[src/rtl/mem_word_loader_if.sv]
// mem_word_loader_if
//   Bundles the control, byte-stream and memory-write signals of mem_word_loader.
//   master : controller/stream source/memory side (drives start, base_addr,
//            word_count, s_data, s_valid; observes everything else)
//   slave  : the loader itself
//   Signals:
//     start, base_addr[ADDR_W], word_count[ADDR_W+1]  load request
//     s_data[8], s_valid, s_ready                     byte stream
//     mem_we, mem_addr[ADDR_W], mem_data[32]          memory write port
//     busy, done, checksum[32]                        status
interface mem_word_loader_if #(
    parameter int unsigned ADDR_W = 8
);
    logic              start;
    logic [ADDR_W-1:0] base_addr;
    logic [ADDR_W:0]   word_count;
    logic [7:0]        s_data;
    logic              s_valid;
    logic              s_ready;
    logic              mem_we;
    logic [ADDR_W-1:0] mem_addr;
    logic [31:0]       mem_data;
    logic              busy;
    logic              done;
    logic [31:0]       checksum;

    modport master (
        output start, base_addr, word_count, s_data, s_valid,
        input  s_ready, mem_we, mem_addr, mem_data, busy, done, checksum
    );

    modport slave (
        input  start, base_addr, word_count, s_data, s_valid,
        output s_ready, mem_we, mem_addr, mem_data, busy, done, checksum
    );
endinterface

[src/rtl/mem_word_loader.sv]
// mem_word_loader
//   Packs an 8-bit valid/ready byte stream into 32-bit words and writes them to
//   consecutive word addresses (wrapping modulo 2**ADDR_W) of the downstream
//   memory, one write per word. Reports busy/done and the XOR of all words
//   written during the current/last load.
//   Parameters:
//     ADDR_W  : memory address width (depth = 2**ADDR_W words)
//     BYTE_LE : 1 -> first byte lands in bits[7:0]; 0 -> first byte in bits[31:24]
//   Ports:
//     clk  : rising-edge clock shared with the memory
//     rst  : synchronous active-high reset
//     bus  : slave side of mem_word_loader_if (control, stream, memory, status)
module mem_word_loader #(
    parameter int unsigned ADDR_W  = 8,
    parameter int unsigned BYTE_LE = 1
) (
    input  logic            clk,
    input  logic            rst,
    mem_word_loader_if.slave bus
);
    typedef enum logic [1:0] {S_IDLE, S_LOAD, S_WRITE, S_DONE} state_t;

    state_t            state_q, state_d;
    logic [ADDR_W-1:0] base_q, base_d;
    logic [ADDR_W:0]   count_q, count_d;
    logic [ADDR_W:0]   word_idx_q, word_idx_d;
    logic [1:0]        byte_idx_q, byte_idx_d;
    logic [31:0]       word_q, word_d;
    logic              s_ready_q, s_ready_d;
    logic              mem_we_q, mem_we_d;
    logic [ADDR_W-1:0] mem_addr_q, mem_addr_d;
    logic [31:0]       mem_data_q, mem_data_d;
    logic              busy_q, busy_d;
    logic              done_q, done_d;
    logic [31:0]       checksum_q, checksum_d;

    logic [1:0]        lane;
    logic [31:0]       word_merged;
    logic              xfer;

    // Byte lane for the current byte; big-endian fills from the top lane down.
    always_comb begin
        lane        = (BYTE_LE != 0) ? byte_idx_q : ~byte_idx_q;
        word_merged = word_q;
        word_merged[{lane, 3'b000} +: 8] = bus.s_data;
    end

    assign xfer = bus.s_valid & s_ready_q;

    // Every output is a register; this block computes their next values so the
    // outputs change on the same edge as the state they belong to.
    always_comb begin
        state_d    = state_q;
        base_d     = base_q;
        count_d    = count_q;
        word_idx_d = word_idx_q;
        byte_idx_d = byte_idx_q;
        word_d     = word_q;
        s_ready_d  = s_ready_q;
        mem_we_d   = 1'b0;
        mem_addr_d = mem_addr_q;
        mem_data_d = mem_data_q;
        busy_d     = busy_q;
        done_d     = 1'b0;
        checksum_d = checksum_q;

        case (state_q)
            S_IDLE: begin
                s_ready_d = 1'b0;
                if (bus.start) begin
                    base_d     = bus.base_addr;
                    count_d    = bus.word_count;
                    checksum_d = '0;
                    word_idx_d = '0;
                    byte_idx_d = '0;
                    busy_d     = 1'b1;
                    if (bus.word_count != '0) begin
                        state_d   = S_LOAD;
                        s_ready_d = 1'b1;
                    end else begin
                        state_d = S_DONE;
                        done_d  = 1'b1;
                    end
                end
            end

            S_LOAD: begin
                if (xfer) begin
                    word_d     = word_merged;
                    byte_idx_d = byte_idx_q + 2'd1;
                    if (byte_idx_q == 2'd3) begin
                        state_d    = S_WRITE;
                        s_ready_d  = 1'b0;
                        mem_we_d   = 1'b1;
                        mem_addr_d = base_q + word_idx_q[ADDR_W-1:0];
                        mem_data_d = word_merged;
                    end
                end
            end

            S_WRITE: begin
                checksum_d = checksum_q ^ mem_data_q;
                if (word_idx_q == count_q - (ADDR_W+1)'(1)) begin
                    state_d = S_DONE;
                    done_d  = 1'b1;
                end else begin
                    word_idx_d = word_idx_q + (ADDR_W+1)'(1);
                    byte_idx_d = '0;
                    state_d    = S_LOAD;
                    s_ready_d  = 1'b1;
                end
            end

            S_DONE: begin
                busy_d  = 1'b0;
                state_d = S_IDLE;
            end

            default: state_d = S_IDLE;
        endcase
    end

    always_ff @(posedge clk) begin
        if (rst) begin
            state_q    <= S_IDLE;
            base_q     <= '0;
            count_q    <= '0;
            word_idx_q <= '0;
            byte_idx_q <= '0;
            word_q     <= '0;
            s_ready_q  <= 1'b0;
            mem_we_q   <= 1'b0;
            mem_addr_q <= '0;
            mem_data_q <= '0;
            busy_q     <= 1'b0;
            done_q     <= 1'b0;
            checksum_q <= '0;
        end else begin
            state_q    <= state_d;
            base_q     <= base_d;
            count_q    <= count_d;
            word_idx_q <= word_idx_d;
            byte_idx_q <= byte_idx_d;
            word_q     <= word_d;
            s_ready_q  <= s_ready_d;
            mem_we_q   <= mem_we_d;
            mem_addr_q <= mem_addr_d;
            mem_data_q <= mem_data_d;
            busy_q     <= busy_d;
            done_q     <= done_d;
            checksum_q <= checksum_d;
        end
    end

    assign bus.s_ready  = s_ready_q;
    assign bus.mem_we   = mem_we_q;
    assign bus.mem_addr = mem_addr_q;
    assign bus.mem_data = mem_data_q;
    assign bus.busy     = busy_q;
    assign bus.done     = done_q;
    assign bus.checksum = checksum_q;
endmodule
[src/flat_wrapper.sv]
// flat-port wrapper written by rule: the top's interface ports become plain ports
module mem_word_loader_flat 
#(
    parameter int unsigned ADDR_W  = 8,
    parameter int unsigned BYTE_LE = 1
)
  (clk, rst, bus_start, bus_base_addr, bus_word_count, bus_s_data, bus_s_valid, bus_s_ready, bus_mem_we, bus_mem_addr, bus_mem_data, bus_busy, bus_done, bus_checksum);
  mem_word_loader_if #(.ADDR_W(ADDR_W)) bus_i ();
  input  logic clk;
  input  logic rst;
  input wire logic [$bits(bus_i.start)-1:0] bus_start;
  input wire logic [$bits(bus_i.base_addr)-1:0] bus_base_addr;
  input wire logic [$bits(bus_i.word_count)-1:0] bus_word_count;
  input wire logic [$bits(bus_i.s_data)-1:0] bus_s_data;
  input wire logic [$bits(bus_i.s_valid)-1:0] bus_s_valid;
  output wire logic [$bits(bus_i.s_ready)-1:0] bus_s_ready;
  output wire logic [$bits(bus_i.mem_we)-1:0] bus_mem_we;
  output wire logic [$bits(bus_i.mem_addr)-1:0] bus_mem_addr;
  output wire logic [$bits(bus_i.mem_data)-1:0] bus_mem_data;
  output wire logic [$bits(bus_i.busy)-1:0] bus_busy;
  output wire logic [$bits(bus_i.done)-1:0] bus_done;
  output wire logic [$bits(bus_i.checksum)-1:0] bus_checksum;
  assign bus_i.start = bus_start;
  assign bus_i.base_addr = bus_base_addr;
  assign bus_i.word_count = bus_word_count;
  assign bus_i.s_data = bus_s_data;
  assign bus_i.s_valid = bus_s_valid;
  assign bus_s_ready = bus_i.s_ready;
  assign bus_mem_we = bus_i.mem_we;
  assign bus_mem_addr = bus_i.mem_addr;
  assign bus_mem_data = bus_i.mem_data;
  assign bus_busy = bus_i.busy;
  assign bus_done = bus_i.done;
  assign bus_checksum = bus_i.checksum;
  mem_word_loader #(.ADDR_W(ADDR_W), .BYTE_LE(BYTE_LE)) u_core (.clk(clk), .rst(rst), .bus(bus_i));
endmodule
[config.mk]
export PLATFORM = sky130hd
export DESIGN_NAME = mem_word_loader_flat
export DESIGN_NICKNAME = d
export VERILOG_FILES = /design/src/rtl/mem_word_loader_if.sv /design/src/rtl/mem_word_loader.sv /design/src/flat_wrapper.sv
export SDC_FILE = /design/constraint.sdc
export NUM_CORES = 1
export LEC_CHECK = 0
export BUFFER_PORTS_ARGS = -buffer_cell sky130_fd_sc_hd__buf_2
export CAP_MARGIN = 0
export CORE_MARGIN = 2
export CORE_UTILIZATION = 27
export DETAILED_ROUTE_END_ITERATION = 8
export SLEW_MARGIN = 5
export SYNTH_ARGS = -nofsm -noshare
export SYNTH_HDL_FRONTEND = slang
export SYNTH_SLANG_ARGS = --single-unit
export TNS_END_PERCENT = 50
[constraint.sdc]
create_clock -name clk -period 6.1 [get_ports clk]
set_input_delay 0.305 -clock clk [delete_from_list [all_inputs] [get_ports clk]]
set_output_delay 0.305 -clock clk [all_outputs]
set_load 0.01 [all_outputs]
=== After elaboration in Yosys (flattened, before gate mapping) ===
Cells that the tools add are included.

* Memory bits (writable): 0
* Output and inout port bits: 76
* Latch bits: 0
* Bits of input ports: 29
* ROM bits: 0
* Word-level logic and storage cells: 77
* Memories: 0
* Bits in registers: 138

* Equality and inequality tests: 9
* $mul: 0
* $lt $le $gt $ge: 0
* Bitwise gates (word level): 4
* Add/subtract/negate cells: 5
* Mux-type cells: 29
* Reduce and logical (&&, ||, !) cells: 15
* Shifts and indexed selects: 2
* Divide/modulo/power cells: 0

{| class="wikitable"
|+ Operators with widths
! kind !! count
|-
| one-hot mux 32 bit (2 select lines) || 1
|-
| bitwise mux 32 bit || 1
|-
| two-way mux 32 bit || 1
|-
| variable shift 8 x 7 -> 32 bit, first input constant || 1
|-
| variable part select 8 x 7 -> 32 bit || 1
|-
| bitwise XOR 32 bit || 1
|-
| two-way mux 9 bit || 2
|-
| one-hot mux 9 bit (2 select lines) || 1
|-
| two-way mux 2 bit || 8
|-
| two-way mux 1 bit || 10
|-
| adder 9 x 1 -> 9 bit, second input constant || 1
|-
| equality test 9 bit || 1
|-
| AND reduction 3 bit || 3
|-
| nonzero test 9 bit || 1
|-
| subtractor 9 x 1 -> 9 bit, second input constant || 1
|-
| adder 8 bit || 1
|-
| one-hot mux 2 bit (4 select lines) || 1
|-
| AND reduction 2 bit || 4
|-
| AND reduction 4 bit || 2
|-
| negation 5 -> 7 bit || 1
|-
| equality test 2 bit, second input constant || 3
|-
| one-hot mux 2 bit (3 select lines) || 1
|-
| inequality test 2 x 1 -> 1 bit, second input constant || 2
|-
| inequality test 2 bit, second input constant || 2
|-
| 10 further kinds || 13
|}

=== Logic depth before layout (Yosys ltp) ===
* Word-level depth: 4
* Gate-level depth with buffers: 9
* Mapped depth without buffers: 9

=== Least setup slack after synthesis ===
No wires, ideal clock.

* Kind: register to register
* Start: reg u_core.count_q[0]
* End: reg u_core.byte_idx_q[1]
* Data required time: 6.013 ns
* Cell stages (with the launch flop): 10
* Buffers on the path: 1
* Setup slack: 3.914 ns
* Library setup time: 0.087 ns
* Data arrival time: 2.098 ns
* Clock period less this slack: 2.186 ns
* Path through: dfxtp_1 -> inv_1 -> ha_1 -> nor3b_1 -> and4bb_2 -> a2bb2oi_2 -> a2111o_1 -> buf_6 -> a211o_1 -> o31ai_1

* Longest elaborated chain between the ends: 4

{| class="wikitable"
|+ RTL lines
! item !! line !! text
|-
| start: declaration || mem_word_loader.sv:25 || <nowiki>logic [ADDR_W:0] count_q, count_d;</nowiki>
|-
| start signal: assignment || mem_word_loader.sv:141 || <nowiki>count_q <= count_d;</nowiki>
|-
| subtractor 9 x 1 -> 9 bit || mem_word_loader.sv:103 || <nowiki>if (word_idx_q == count_q - (ADDR_W+1)'(1)) begin</nowiki>
|-
| equality test 9 bit || mem_word_loader.sv:103 ||
|-
| inequality test 2 bit (no source line) || - ||
|-
| AND reduction 4 bit (no source line) || - ||
|-
| end signal: assignment || mem_word_loader.sv:143 || <nowiki>byte_idx_q <= byte_idx_d;</nowiki>
|-
| end: declaration || mem_word_loader.sv:27 || <nowiki>logic [1:0] byte_idx_q, byte_idx_d;</nowiki>
|}

No other way between the ends.
A chain may end at the register's enable or synchronous reset.

=== Worst setup path after layout ===
* Start: reg u_core.state_q[0]
* End: reg u_core.mem_addr_q[6] (netlist: u_core.bus.mem_addr[6])

* Longest elaborated chain between the ends: 2

{| class="wikitable"
|+ RTL lines
! item !! line !! text
|-
| start: declaration || mem_word_loader.sv:23 || <nowiki>state_t state_q, state_d;</nowiki>
|-
| start signal: assignment || mem_word_loader.sv:139 || <nowiki>state_q <= state_d;</nowiki>
|-
| equality test 2 x 1 -> 1 bit || mem_word_loader.sv:67 || <nowiki>case (state_q)</nowiki>
|-
| AND reduction 3 bit (no source line) || - ||
|-
| end signal: assignment || mem_word_loader.sv:147 || <nowiki>mem_addr_q <= mem_addr_d;</nowiki>
|-
| end: declaration || mem_word_loader.sv:31 || <nowiki>logic [ADDR_W-1:0] mem_addr_q, mem_addr_d;</nowiki>
|}

No other way between the ends.

==> summary.txt <==
Status
  • Outcome: completed

Flow run
  • Max Cap Viol: 0

Synthesis
  • Top-area cell type share of the netlist area: 46.5%
  • Sequential area share after synthesis: 46.5%
  • Predominant post-synthesis flop cell: dfxtp_1
  • Synth Instances: 687
  • Number of distinct library cells after synthesis: 57
  • FF+latch count, synth: 138
  • Synth cell count leaders: 138 x dfxtp_1, 89 x nand2_1, 80 x nor2_1, 68 x o21ai_0, 63 x a21oi_1
  • Mapped Area: 0.00594 sq mm
  • Most frequent cell after synthesis: dfxtp_1
  • Syn Area/Cell: 8.65 sq um
  • Post-synth EDFFs: 0
  • Yosys warnings: 0
  • Area leader, netlist: dfxtp_1
  • Synthesized Nets: 736
  • Async S/R FF share, synth: 0%
  • Main area contributors after synthesis: dfxtp_1 47%, o21ai_0 5.7%, nand2_1 5.6%, xor2_1 5.5%, a21oi_1 5.3%

Route
  • Drt wl/cell: 15.0 um
  • Metal3 WL: 1030 um
  • Metal1 wirelength: 7340 um
  • DRC marker count from the first detailed-route iteration: 272
  • Met2 wire len: 7480 um
  • DRC viols: 0
  • Detail Route Antenna Nets: 0
  • WL final: 16000 um
  • Avg Vias per Cell: 4.81
  • Top layer in use: met4
  • Drt pass-1 iters: 4
  • Vias: 5154

Critical path
  • CP Class: reg -> reg
  • CP startpoint kind: flip-flop
  • R2R Setup Slk: 2.81 ns
  • Critical-path top delay cell: nor2_2
  • Arrival time worst endpoint: 3.62 ns
  • CP endpoint kind: flip-flop
  • Worst path buffer plus inverter count: 1
  • CP delay by family, top: simple AND/OR/NAND/NOR gates
  • CP Data Required Time: 6.44 ns
  • Reg-to-Reg Start: u_core.state_q[0]
  • Worst R2R Path Depth: 6
  • CP Max Fanout: 30
  • Reg2reg end: u_core.bus.mem_addr[6]
  • CP max stage delay: 0.92 ns
  • CP cell instances: ha_1, nand3_1, nor2_2, buf_4, nand2_1, o31ai_1

Clock network
  • Root buffer cell: clkbuf_16
  • CTS Buffer Depth: 2
  • CTS tree: done
  • Clock Sink Count: 138
  • Post-CTS setup buffers: 0
  • Clock transition at path regs: 0.06 ns
  • Worst-Skew Late Latency: 0.42 ns
  • Cts hold-fix bufs: 0
  • H-tree levels: 4
  • Post_cts resized: 0
  • CTS buffer count: 17

Place
  • # port buffers: 104
  • Pre-CTS setup slack: 2.81 ns
  • Placed cell area: 0.00672 sq mm
  • GPL Wtd Cong: 0.772
  • Placed Cells incl. Taps: 1040
  • DP HPWL: 10700 um

Timing
  • Setup TNS: 0 ns
  • Slew @ Worst Pin: 1.17 ns
  • Max Slew Vio Count: 0
  • Final worst slack: 2.81 ns
  • Max Clk Rate: 304 MHz
  • Max-slew headroom: 21.8%
  • Final Setup Violations: 0
  • Final count of hold timing violations: 0
  • RSZ-0062 raised after global routing: false
  • Crit share post-route: 53.9%
  • Worst Skew: 0.00932 ns
  • Tmin final: 3.29 ns

Worst hold path
  • Worst hold path depth: 3
  • WHS Endpoint: u_core.base_q[1]
  • Critical hold path startpoint: bus_base_addr[1]
  • Classification of the worst-slack hold path: in -> reg

Global route
  • First-pass GRT wire length: 26000 um
  • Largest net degree at the start of global routing: 68
  • GRT Total Usage: 13.9%
  • Antenna violations before repair: 0
  • Vias in the first global route: 4859
  • Overflow after GRT: 0

Die
  • I/O pins: 105
  • Die area: 0.0232 sq mm
  • Cell row count: 54
  • Initial core utilization: 27.4%
  • DIE WIDTH: 152 um
  • Core box area: 0.0217 sq mm
  • Chip height: 152 um

Cells and area
  • # diodes: 0
  • Layout cells sized above 1: 19.2%
  • Non-filler cells, final: 1071
  • Post-route design area: 0.00732 sq mm
  • Nets@finish: 828
  • Fillers: 2232
  • Area growth, synth to finish: 23.2%

Pwr
  • Leakage Power: 3.05 nW
  • Overall Power: 2.60 mW
  • VDD IR-drop max: 188 uV
  • Cell Pwr Density: 355 mW/mm^2
-- how the worst max path moves through the flow --
stage | from | to | depth (start not counted)
2_1_floorplan | u_core.count_q[0] | u_core.byte_idx_q[1] | 9
3_3_place_gp | u_core.state_q[1] | u_core.bus.mem_addr[6] | 7
3_5_place_dp | u_core.state_q[1] | u_core.bus.mem_addr[6] | 7
4_1_cts | u_core.state_q[1] | u_core.bus.mem_addr[6] | 7
5_1_grt | u_core.state_q[1] | u_core.bus.mem_addr[6] | 7
6_report | u_core.state_q[0] | u_core.bus.mem_addr[6] | 6
-- flip-flops by register name (all words and copies together), names as in the netlist --
name                 cells
u_core.count_q           9
u_core.word_idx_q        9
u_core.bus.mem_data     32
u_core.bus.checksum     32
u_core.state_q           2
u_core.bus.mem_we        1
u_core.byte_idx_q        2
u_core.base_q            8
u_core.word_q           32
u_core.bus.s_ready       1
u_core.bus.busy          1
u_core.bus.done          1
u_core.bus.mem_addr      8
-- cell usage in the layout (no fill, tap or decap), types with 17 or more instances in the layout --
cell and instances:
nor2_1 79, xor2_1 37, nand2_1 89, ha_1 19
a221oi_1 29, buf_2 104, o21ai_0 67, dfxtp_1 138
a21oi_1 63, inv_1 18, clkbuf_16 17
-- power by group --
part	switching [mW]	leakage [nW]	total [mW]	internal [mW]
clock network	0.412	0.283	1.06	0.644
logic	0.363	1.65	0.529	0.166
registers	0.0526	1.12	1.01	0.958
total	0.828	3.05	2.60	1.77
-- area by class of cell --
| class | instances | area, sq um | area share [%] |
|---|---|---|---|
| multi-input combinational | 491 | 2960 | 40.4 |
| timing repair buffer | 111 | 573 | 7.83 |
| inverter | 20 | 75.1 | 1.03 |
| sequential | 138 | 2760 | 37.8 |
| clock inverter | 13 | 170 | 2.33 |
| clock buffer | 18 | 429 | 5.87 |
| tap | 280 | 350 | 4.79 |
-- metal layers --
| layer | vias to the layer above | track usage (%) |
|---|---|---|
| met4 | 0 | 4.85 |
| li1 | 2604 | - |
| met1 | 2398 | 18.3 |
| met3 | 18 | 3.27 |
| met5 | - | 0 |
| met2 | 134 | 22.4 |
-- tightest hold or removal path, cell delays in order --
cell and delay (ns):
buf_2 0.09, nand2_1 0.05, a21oi_1 0.05
-- through the flow --
| step | hold slack (ns) | util (%) |
|---|---|---|
| global placement | 0.438 | 31.0 |
| finish | 0.125 | 33.7 |
| detailed placement | 0.443 | 31.0 |
| CTS | 0.107 | 33.7 |
| floorplan | 0.440 | - |
| global route | 0.127 | 33.7 |
-- kinds of logic after synthesis --
family	after synthesis	share of synthesized area [%]
compound gates	202	21.5
buf+inv	58	3.90
simple gates	220	16.4
mux	2	0.337
fa+ha+maj	20	4.34
xor+xnor	47	6.93
flops	138	46.5
(Power assumes the default switching activity.)
